<file path="src/rtl/led_cmd_controller_if.sv">
// Byte-stream, reply and PWM-drive signals of the LED command sequencer.
// The controller takes the slave side; the UART/PWM wrapper (or a bench) takes the master side.
interface led_cmd_controller_if;
    logic       rx_valid;
    logic [7:0] rx_data;
    logic       tx_valid;
    logic [7:0] tx_data;
    logic       tx_ready;
    logic [7:0] duty;
    logic       fading;
    logic       cmd_error;

    modport master (
        output rx_valid, rx_data, tx_ready,
        input  tx_valid, tx_data, duty, fading, cmd_error
    );

    modport slave (
        input  rx_valid, rx_data, tx_ready,
        output tx_valid, tx_data, duty, fading, cmd_error
    );
endinterface

</file>
<file path="src/rtl/led_cmd_controller.sv">
// LED duty sequencer: parses 'S' V, 'F' T R and '?' from the UART byte stream,
// runs a per-PWM-period linear fade and answers duty queries on the TX side.
module led_cmd_controller #(
    parameter int DUTY_MAX       = 100,
    parameter int PERIOD_CYCLES  = 101,
    parameter int TIMEOUT_CYCLES = 1000
) (
    input  logic               i_clk,
    input  logic               i_reset_n,
    led_cmd_controller_if.slave bus
);
    localparam int PER_W = (PERIOD_CYCLES > 1) ? $clog2(PERIOD_CYCLES) : 1;
    localparam int TO_W  = (TIMEOUT_CYCLES > 1) ? $clog2(TIMEOUT_CYCLES) : 1;
    localparam logic [PER_W-1:0] PER_MAX = PER_W'(PERIOD_CYCLES - 1);
    localparam logic [TO_W-1:0]  TO_MAX  = TO_W'(TIMEOUT_CYCLES - 1);
    localparam logic [7:0]       DMAX    = 8'(DUTY_MAX);

    localparam logic [7:0] OP_SET   = 8'h53;
    localparam logic [7:0] OP_FADE  = 8'h46;
    localparam logic [7:0] OP_QUERY = 8'h3F;

    typedef enum logic [2:0] {IDLE, GET_VAL, GET_TGT, GET_RATE, REPLY} state_t;

    state_t           r_state;
    logic [PER_W-1:0] r_per_cnt;
    logic [TO_W-1:0]  r_to_cnt;
    logic [7:0]       r_duty;
    logic [7:0]       r_tgt;
    logic [7:0]       r_new_tgt;
    logic [7:0]       r_rate;
    logic [7:0]       r_rate_cnt;
    logic             r_fading;
    logic             r_tx_valid;
    logic [7:0]       r_tx_data;
    logic             r_err;

    logic       w_tick;
    logic       w_cmd_apply;
    logic [8:0] w_rate_nxt;
    logic       w_step;
    logic [7:0] w_duty_step;
    logic [7:0] w_rx_clamped;

    function automatic logic [7:0] f_clamp(input logic [7:0] v);
        return (v > DMAX) ? DMAX : v;
    endfunction

    assign w_tick       = (r_per_cnt == PER_MAX);
    // A completing S/F command owns duty and fade state this cycle; any coincident step is dropped.
    assign w_cmd_apply  = bus.rx_valid && ((r_state == GET_VAL) || (r_state == GET_RATE));
    assign w_rate_nxt   = {1'b0, r_rate_cnt} + 9'd1;
    assign w_step       = r_fading && w_tick && (w_rate_nxt == {1'b0, r_rate});
    assign w_duty_step  = (r_duty < r_tgt) ? (r_duty + 8'd1) : (r_duty - 8'd1);
    assign w_rx_clamped = f_clamp(bus.rx_data);

    always_ff @(posedge i_clk or negedge i_reset_n) begin
        if (!i_reset_n) begin
            r_per_cnt <= '0;
        end else if (w_tick) begin
            r_per_cnt <= '0;
        end else begin
            r_per_cnt <= r_per_cnt + PER_W'(1);
        end
    end

    always_ff @(posedge i_clk or negedge i_reset_n) begin
        if (!i_reset_n) begin
            r_state    <= IDLE;
            r_to_cnt   <= '0;
            r_duty     <= '0;
            r_tgt      <= '0;
            r_new_tgt  <= '0;
            r_rate     <= '0;
            r_rate_cnt <= '0;
            r_fading   <= 1'b0;
            r_tx_valid <= 1'b0;
            r_tx_data  <= '0;
            r_err      <= 1'b0;
        end else begin
            r_err <= 1'b0;

            if (r_fading && w_tick && !w_cmd_apply) begin
                if (w_step) begin
                    r_duty     <= w_duty_step;
                    r_rate_cnt <= '0;
                    if (w_duty_step == r_tgt)
                        r_fading <= 1'b0;
                end else begin
                    r_rate_cnt <= w_rate_nxt[7:0];
                end
            end

            unique case (r_state)
                IDLE: begin
                    r_to_cnt <= '0;
                    if (bus.rx_valid) begin
                        case (bus.rx_data)
                            OP_SET:   r_state <= GET_VAL;
                            OP_FADE:  r_state <= GET_TGT;
                            OP_QUERY: begin
                                r_tx_data  <= r_duty;
                                r_tx_valid <= 1'b1;
                                r_state    <= REPLY;
                            end
                            default:  r_state <= IDLE;
                        endcase
                    end
                end

                GET_VAL, GET_TGT, GET_RATE: begin
                    if (bus.rx_valid) begin
                        r_to_cnt <= '0;
                        r_state  <= IDLE;
                        if (r_state == GET_VAL) begin
                            r_duty     <= w_rx_clamped;
                            r_fading   <= 1'b0;
                            r_rate_cnt <= '0;
                        end else if (r_state == GET_TGT) begin
                            // Held aside so an aborted parse leaves a running fade untouched.
                            r_new_tgt <= w_rx_clamped;
                            r_state   <= GET_RATE;
                        end else begin
                            r_tgt      <= r_new_tgt;
                            r_rate     <= bus.rx_data;
                            r_rate_cnt <= '0;
                            if (bus.rx_data == 8'd0) begin
                                r_duty   <= r_new_tgt;
                                r_fading <= 1'b0;
                            end else begin
                                r_fading <= (r_new_tgt != r_duty);
                            end
                        end
                    end else if (r_to_cnt == TO_MAX) begin
                        r_to_cnt <= '0;
                        r_state  <= IDLE;
                        r_err    <= 1'b1;
                    end else begin
                        r_to_cnt <= r_to_cnt + TO_W'(1);
                    end
                end

                REPLY: begin
                    if (bus.rx_valid)
                        r_err <= 1'b1;
                    if (r_tx_valid && bus.tx_ready) begin
                        r_tx_valid <= 1'b0;
                        r_state    <= IDLE;
                    end
                end

                default: r_state <= IDLE;
            endcase
        end
    end

    assign bus.duty      = r_duty;
    assign bus.fading    = r_fading;
    assign bus.tx_valid  = r_tx_valid;
    assign bus.tx_data   = r_tx_data;
    assign bus.cmd_error = r_err;

endmodule

</file>
<file path="src/flat_wrapper.sv">
// flat-port wrapper written by rule: the top's interface ports become plain ports
module led_cmd_controller_flat 
#(
    parameter int DUTY_MAX       = 100,
    parameter int PERIOD_CYCLES  = 101,
    parameter int TIMEOUT_CYCLES = 1000
)
  (i_clk, i_reset_n, bus_rx_valid, bus_rx_data, bus_tx_ready, bus_tx_valid, bus_tx_data, bus_duty, bus_fading, bus_cmd_error);
  led_cmd_controller_if bus_i ();
  input  logic i_clk;
  input  logic i_reset_n;
  input wire logic [$bits(bus_i.rx_valid)-1:0] bus_rx_valid;
  input wire logic [$bits(bus_i.rx_data)-1:0] bus_rx_data;
  input wire logic [$bits(bus_i.tx_ready)-1:0] bus_tx_ready;
  output wire logic [$bits(bus_i.tx_valid)-1:0] bus_tx_valid;
  output wire logic [$bits(bus_i.tx_data)-1:0] bus_tx_data;
  output wire logic [$bits(bus_i.duty)-1:0] bus_duty;
  output wire logic [$bits(bus_i.fading)-1:0] bus_fading;
  output wire logic [$bits(bus_i.cmd_error)-1:0] bus_cmd_error;
  assign bus_i.rx_valid = bus_rx_valid;
  assign bus_i.rx_data = bus_rx_data;
  assign bus_i.tx_ready = bus_tx_ready;
  assign bus_tx_valid = bus_i.tx_valid;
  assign bus_tx_data = bus_i.tx_data;
  assign bus_duty = bus_i.duty;
  assign bus_fading = bus_i.fading;
  assign bus_cmd_error = bus_i.cmd_error;
  led_cmd_controller #(.DUTY_MAX(DUTY_MAX), .PERIOD_CYCLES(PERIOD_CYCLES), .TIMEOUT_CYCLES(TIMEOUT_CYCLES)) u_core (.i_clk(i_clk), .i_reset_n(i_reset_n), .bus(bus_i));
endmodule
</file>
<file path="config.mk">
export PLATFORM = sky130hd
export DESIGN_NAME = led_cmd_controller_flat
export DESIGN_NICKNAME = d
export VERILOG_FILES = /design/src/rtl/led_cmd_controller_if.sv /design/src/rtl/led_cmd_controller.sv /design/src/flat_wrapper.sv
export SDC_FILE = /design/constraint.sdc
export NUM_CORES = 1
export LEC_CHECK = 0
export CAP_MARGIN = 25
export CORE_ASPECT_RATIO = 0.5
export CORE_MARGIN = 2
export CORE_UTILIZATION = 57
export DETAILED_ROUTE_END_ITERATION = 8
export GPL_TIMING_DRIVEN = 0
export PLACE_DENSITY = 0.77
export SETUP_SLACK_MARGIN = 0.02
export SLEW_MARGIN = 20
export SYNTH_ARGS = -nofsm -noshare
export SYNTH_HDL_FRONTEND = slang
export SYNTH_SLANG_ARGS = --single-unit
</file>
<file path="constraint.sdc">
create_clock -name i_clk -period 4.9 [get_ports i_clk]
set_input_delay 0.49 -clock i_clk [delete_from_list [all_inputs] [get_ports i_clk]]
set_output_delay 0.49 -clock i_clk [all_outputs]
set_load 0.02 [all_outputs]
</file>
======== After elaboration in Yosys (flattened, before gate mapping) ========
Index checks and enable logic that the tools add are counted.
operators by class
  add/sub/neg operators ................... 5
  magnitude comparators ................... 2
  eq/ne operators ......................... 16
  multiplexer cells ....................... 43
  bitwise gates (word level) .............. 2
  reductions and logical operators ........ 17
operators by type and width
  operator                                                               number
  8-bit two-way mux                                                      15
  10-bit two-way mux                                                     2
  10-bit one-hot mux with 2 select lines                                 1
  3-bit one-hot mux with 3 select lines                                  2
  8-bit by 7-bit == test with 1-bit output (second input constant)       2
  3-bit two-way mux                                                      5
  1-bit two-way mux                                                      14
  4-bit AND reduction                                                    3
  10-bit by 1-bit adder with 10-bit output (second input constant)       1
  10-bit == test (second input constant)                                 1
  8-bit by 1-bit adder with 9-bit output (second input constant)         1
  9-bit by 8-bit == test with 1-bit output                               1
  8-bit by 1-bit adder with 8-bit output (second input constant)         1
  8-bit by 6-bit == test with 1-bit output (second input constant)       1
  8-bit == test                                                          1
  8-bit by 7-bit > comparator with 1-bit output (second input constant)  1
  8-bit logical NOT                                                      1
  8-bit < comparator                                                     1
  8-bit != test                                                          1
  8-bit by 1-bit subtractor with 8-bit output (second input constant)    1
  7-bit by 1-bit adder with 7-bit output (second input constant)         1
  7-bit == test (second input constant)                                  1
  7-bit two-way mux                                                      1
  3-bit by 2-bit == test with 1-bit output (second input constant)       2
  15 further kinds                                                       24
word-level totals
  bits in registers ....................... 71
  input port bits ......................... 12
  output and inout bits ................... 19
  word-level logic and storage cells ...... 97

======== Depth between registers and ports, before layout ========
  word-level depth ........................ 11
  depth in mapped cells ................... 15
  depth with buffers taken out ............ 15

======== Worst setup path before layout ========
OpenSTA, ideal clock, no wires.
  kind .................................... flip-flop to flip-flop
  start ................................... register u_core.r_duty[0] (netlist: u_core.bus.duty[0])
  end ..................................... register u_core.r_duty[7] (netlist: u_core.bus.duty[7])
  library setup time ...................... 0.087 ns
  arrival time ............................ 3.398 ns
  slack ................................... 1.415 ns
  cell stages (with the launch flop) ...... 15
  buffers on the path ..................... 0
  path through ............................ dfrtp_1 > inv_1 > ha_1 > nand2b_1 > a21oi_1 > a2111oi_0 > o21ai_0 > ha_1 > a21oi_1 > and2_0 > o21ai_0 > a31oi_1 > xor2_1 > or3_1 > o211ai_1
on the way
  longest elaborated chain between the ends .. 9
ends and longest elaborated chain
  item                                                                 RTL line                   source
  start: declaration                                                   led_cmd_controller.sv:27   logic [7:0] r_duty;
  start signal: assignment                                             led_cmd_controller.sv:84   r_duty <= w_duty_step;
  start signal: assignment                                             led_cmd_controller.sv:115  r_duty <= w_rx_clamped;
  start signal: assignment                                             led_cmd_controller.sv:127  r_duty <= r_new_tgt;
  8-bit by 1-bit subtractor with 8-bit output (tied with other cells)  led_cmd_controller.sv:53   assign w_duty_step = (r_duty < r_tgt) ? (r_duty + 8'd1) : (r_duty - 8'd1);
  8-bit two-way mux *                                                  led_cmd_controller.sv:53
  8-bit two-way mux *                                                  led_cmd_controller.sv:83   if (w_step) begin
  8-bit two-way mux *                                                  led_cmd_controller.sv:82   if (r_fading && w_tick && !w_cmd_apply) begin
  8-bit two-way mux                                                    led_cmd_controller.sv:126  if (bus.rx_data == 8'd0) begin
  8-bit two-way mux                                                    led_cmd_controller.sv:118  end else if (r_state == GET_TGT) begin
  8-bit two-way mux                                                    led_cmd_controller.sv:114  if (r_state == GET_VAL) begin
  8-bit two-way mux                                                    led_cmd_controller.sv:111  if (bus.rx_valid) begin
  8-bit two-way mux *                                                  led_cmd_controller.sv:93   unique case (r_state)
Mark *: on every way between the ends. The rest lies on a longest branch, timed or not.
A chain may end at the register's enable or synchronous reset.

======== Worst setup path in the final report ========
  start ................................... register u_core.r_duty[2] (netlist: u_core.bus.duty[2])
  end ..................................... register u_core.r_duty[7] (netlist: u_core.bus.duty[7])
The elaborated chain is that of the path after synthesis.

==> run metrics <==
wire per inst=16.57 µm; Synth Instances=444; sequential area share after synthesis=41.04%; Die Height=65.63 µm; Reg2Reg Launch Point=u_core.bus.duty[2]; Core Rows=22; P&R area growth vs syn=17.95%; Starting Density=58.90%; WP data arrival=4.17 ns; number of flops mapped to enable cells by yosys=0; main combinational cell family by area after synthesis=simple AND/OR/NAND/NOR gates; Detailed Route Iter0 Violations=256; RePlAce Congestion=0.8867; worst clock skew=0.006202 ns; Startpoint Class=register; Layout fillers=569; Synth Area in Simple Gates=18.32%; Post-Synth Adder-Cell Area=5.954%; PD cells=606.8 nW/µm²; post-cts sizing count=0; fin util=69.48%; reg2reg end=u_core.bus.duty[7]; Worst R2R Path Depth=13; max-slew violations=0; count of cell types in the netlist=59; commonest register cell after synthesis=dfrtp_1; Syn Area/Cell=9.750 µm²; async set-reset flop share out of synthesis=100.0%; flop and latch count out of synthesis=71; Clock Path Buffers=2; antenna-violating nets left=0; global route total overflow=0; xor/xnor share of the synthesized area=7.486%; Hold Path Class=in2async; Worst-Skew Late Latency=0.34 ns; class of the most critical setup path=reg2reg; Reg area=1777 µm²; Peak Freq=255.1 MHz; slew of the pin with the lowest slew margin=0.9007 ns; syn nets=476; num ports=31; TritonRoute pass-1 iters=5; Crit. End Element=register; min Tclk post-route=3.920 ns; Detailed Route WL=9726 µm; Die Width=127.2 µm; synth warn=0; Finish-stage setup viols=0; Netlist Area Pre-Place=4329 µm²; nets@finish=518; hpwl dp=6890 µm; diode count=0; layout cell share with drive strength beyond 1=11.81%; vias in the first global route=3,292; setup slack, reg-to-reg=0.98 ns; H-tree levels=3; Worst Setup SP=u_core.bus.duty[2]; unrepaired setup endpoints after global routing=no; Crit Path Max Fanout=9; Root Buffer=clkbuf_16; Worst IR Drop VDD=0.3694 mV; status=finished, final reports clean; largest net degree at the start of global routing=53; post-CTS setup repair buffer count=0; Critical Path RT=5.15 ns; Leak Pwr=2.206 nW; # port buffers=30; post-synthesis mux area share=8.642%; Hold-fix buffers, CTS=0; initial antenna violation count=0; # Max-Cap Violations=0; setup TNS=0 ns; All-Layer GR Usage=25.58%; Final Hold Viols=0; CTS tree=yes; CTS Buf Count=9; core area=7350 µm²; drt drc=0; Synth Area in Compound Gates=15.43%; vias=3,512; Clock Sinks=71; first-pass GRT wire length=16,570 µm; die area=8350 µm²; fin crit share=80.00%; mean number of vias per cell=5.983; area of the multi-input gates=2426 µm²; clk slew on worst S/H paths=0.06 ns; Max-Slew Margin vs Limit=39.50%
-- worst max path at each step --
stage	endpoint	cells after the start	slack (ns)
2_1_floorplan	u_core.bus.duty[7]	14	1.42
3_3_place_gp	u_core.bus.duty[7]	14	0.85
3_5_place_dp	u_core.bus.duty[7]	13	1.08
4_1_cts	u_core.bus.duty[7]	13	1.03
5_1_grt	u_core.bus.duty[7]	13	0.67
6_report	u_core.bus.duty[7]	13	0.98
-- cells in the mapped netlist (3+ instances only) --
| cell | instances | area (µm²) |
|---|---|---|
| nand2_1 | 29 | 108.9 |
| a22oi_1 | 5 | 37.54 |
| mux2_2 | 27 | 304.0 |
| a31oi_1 | 5 | 31.28 |
| dfrtp_1 | 71 | 1777 |
| nand4_1 | 6 | 37.54 |
| clkbuf_1 | 6 | 22.52 |
| ha_1 | 19 | 237.7 |
| nand2b_1 | 9 | 56.30 |
| a32o_1 | 7 | 70.07 |
| xor2_1 | 10 | 87.58 |
| a21o_1 | 3 | 22.52 |
| xnor2_1 | 27 | 236.5 |
| and3_1 | 11 | 68.82 |
| nor3b_1 | 3 | 22.52 |
| buf_2 | 3 | 15.01 |
| mux2i_1 | 7 | 70.07 |
| nor2_1 | 34 | 127.6 |
| nand3_1 | 19 | 95.09 |
| o22ai_1 | 6 | 37.54 |
| nor3_1 | 12 | 60.06 |
| a21oi_1 | 16 | 80.08 |
| o31ai_1 | 3 | 22.52 |
| o21ai_0 | 31 | 155.2 |
| inv_1 | 22 | 82.58 |
| and2_1 | 8 | 50.05 |
| o211ai_1 | 4 | 30.03 |
-- stage by stage --
| stage | power (mW) | hold WS (ns) | cell area [µm²] | setup WS [ns] | cells |
|---|---|---|---|---|---|
| 2_1_floorplan | 1.991 | 0.1944 | 4329 | 1.415 | 444 |
| 3_3_place_gp | 2.342 | 0.4690 | 4750 | 0.8527 | 570 |
| 3_5_place_dp | 2.361 | 0.3878 | 4783 | 1.084 | 571 |
| 4_1_cts | 3.088 | 0.03037 | 5106 | 1.034 | 587 |
| 5_1_grt | 3.329 | 0.03862 | 5106 | 0.6710 | 587 |
| 6_report | 3.098 | 0.03008 | 5106 | 0.9800 | 587 |
-- power breakdown --
group	internal, mW	switching, mW
sequential	0.685	0.136
combinational	0.690	0.885
clock	0.446	0.257
-- critical path: stages (launching register included) --
cell       delay, ns
dfrtp_1         0.46
ha_1            0.33
o21ai_0         0.14
a21oi_1         0.08
a2111oi_0       0.46
o21ai_1         0.38
ha_1            0.46
a21oi_1         0.20
and2_0          0.31
o21ai_0         0.17
a31oi_1         0.25
xor2_1          0.15
or3_1           0.37
o211ai_1        0.09
-- layout by cell type, fill, tap and decap left out, types with 10 or more instances in the layout --
cell type,n
a21oi_1,16
and3_1,11
clkdlybuf4s50_1,29
dfrtp_1,71
ha_1,19
inv_1,22
mux2_2,27
nand2_1,29
nand3_1,19
nor2_1,34
nor3_1,12
o21ai_0,30
xnor2_1,27
xor2_1,10
-- flip-flops by register name, indices dropped and copies added (netlist names) --
| register | count |
|---|---|
| u_core.r_to_cnt | 10 |
| u_core.bus.duty | 8 |
| u_core.r_rate_cnt | 8 |
| u_core.r_state | 3 |
| u_core.bus.cmd_error | 1 |
| u_core.r_tgt | 8 |
| u_core.r_new_tgt | 8 |
| u_core.bus.fading | 1 |
| u_core.bus.tx_valid | 1 |
| u_core.bus.tx_data | 8 |
| u_core.r_per_cnt | 7 |
| u_core.r_rate | 8 |
-- kinds of logic (layout without fill, tap and decap cells) --
| family | Yosys count | after routing |
|---|---|---|
| and+or+nand+nor | 149 | 149 |
| xor gates and xnor gates | 37 | 37 |
| DFF | 71 | 71 |
| adders and majority gates | 20 | 20 |
| muxes | 34 | 34 |
| buffers and inverters | 33 | 80 |
| AOI/OAI and AO/OA | 100 | 100 |
-- per-layer routing --
layer,vias to the layer above,share of wire [%],GRT usage (%)
li1,1711,-,-
met1,1695,50,37.32
met2,92,43,37.63
met3,14,6.1,6.759
met4,0,1.3,7.280
met5,-,0,0
-- cell type report --
type	count	share of cell area [%]
Inverter	22	1.617
Tap cell	96	2.352
Clock inverter	7	1.911
Timing Repair Buffer	31	6.371
Multi-Input combinational cell	340	47.51
Buffer	11	1.029
Clock buffer	9	4.411
Sequential cell	71	34.80
No activity file was read; power rests on OpenSTA's default activity.
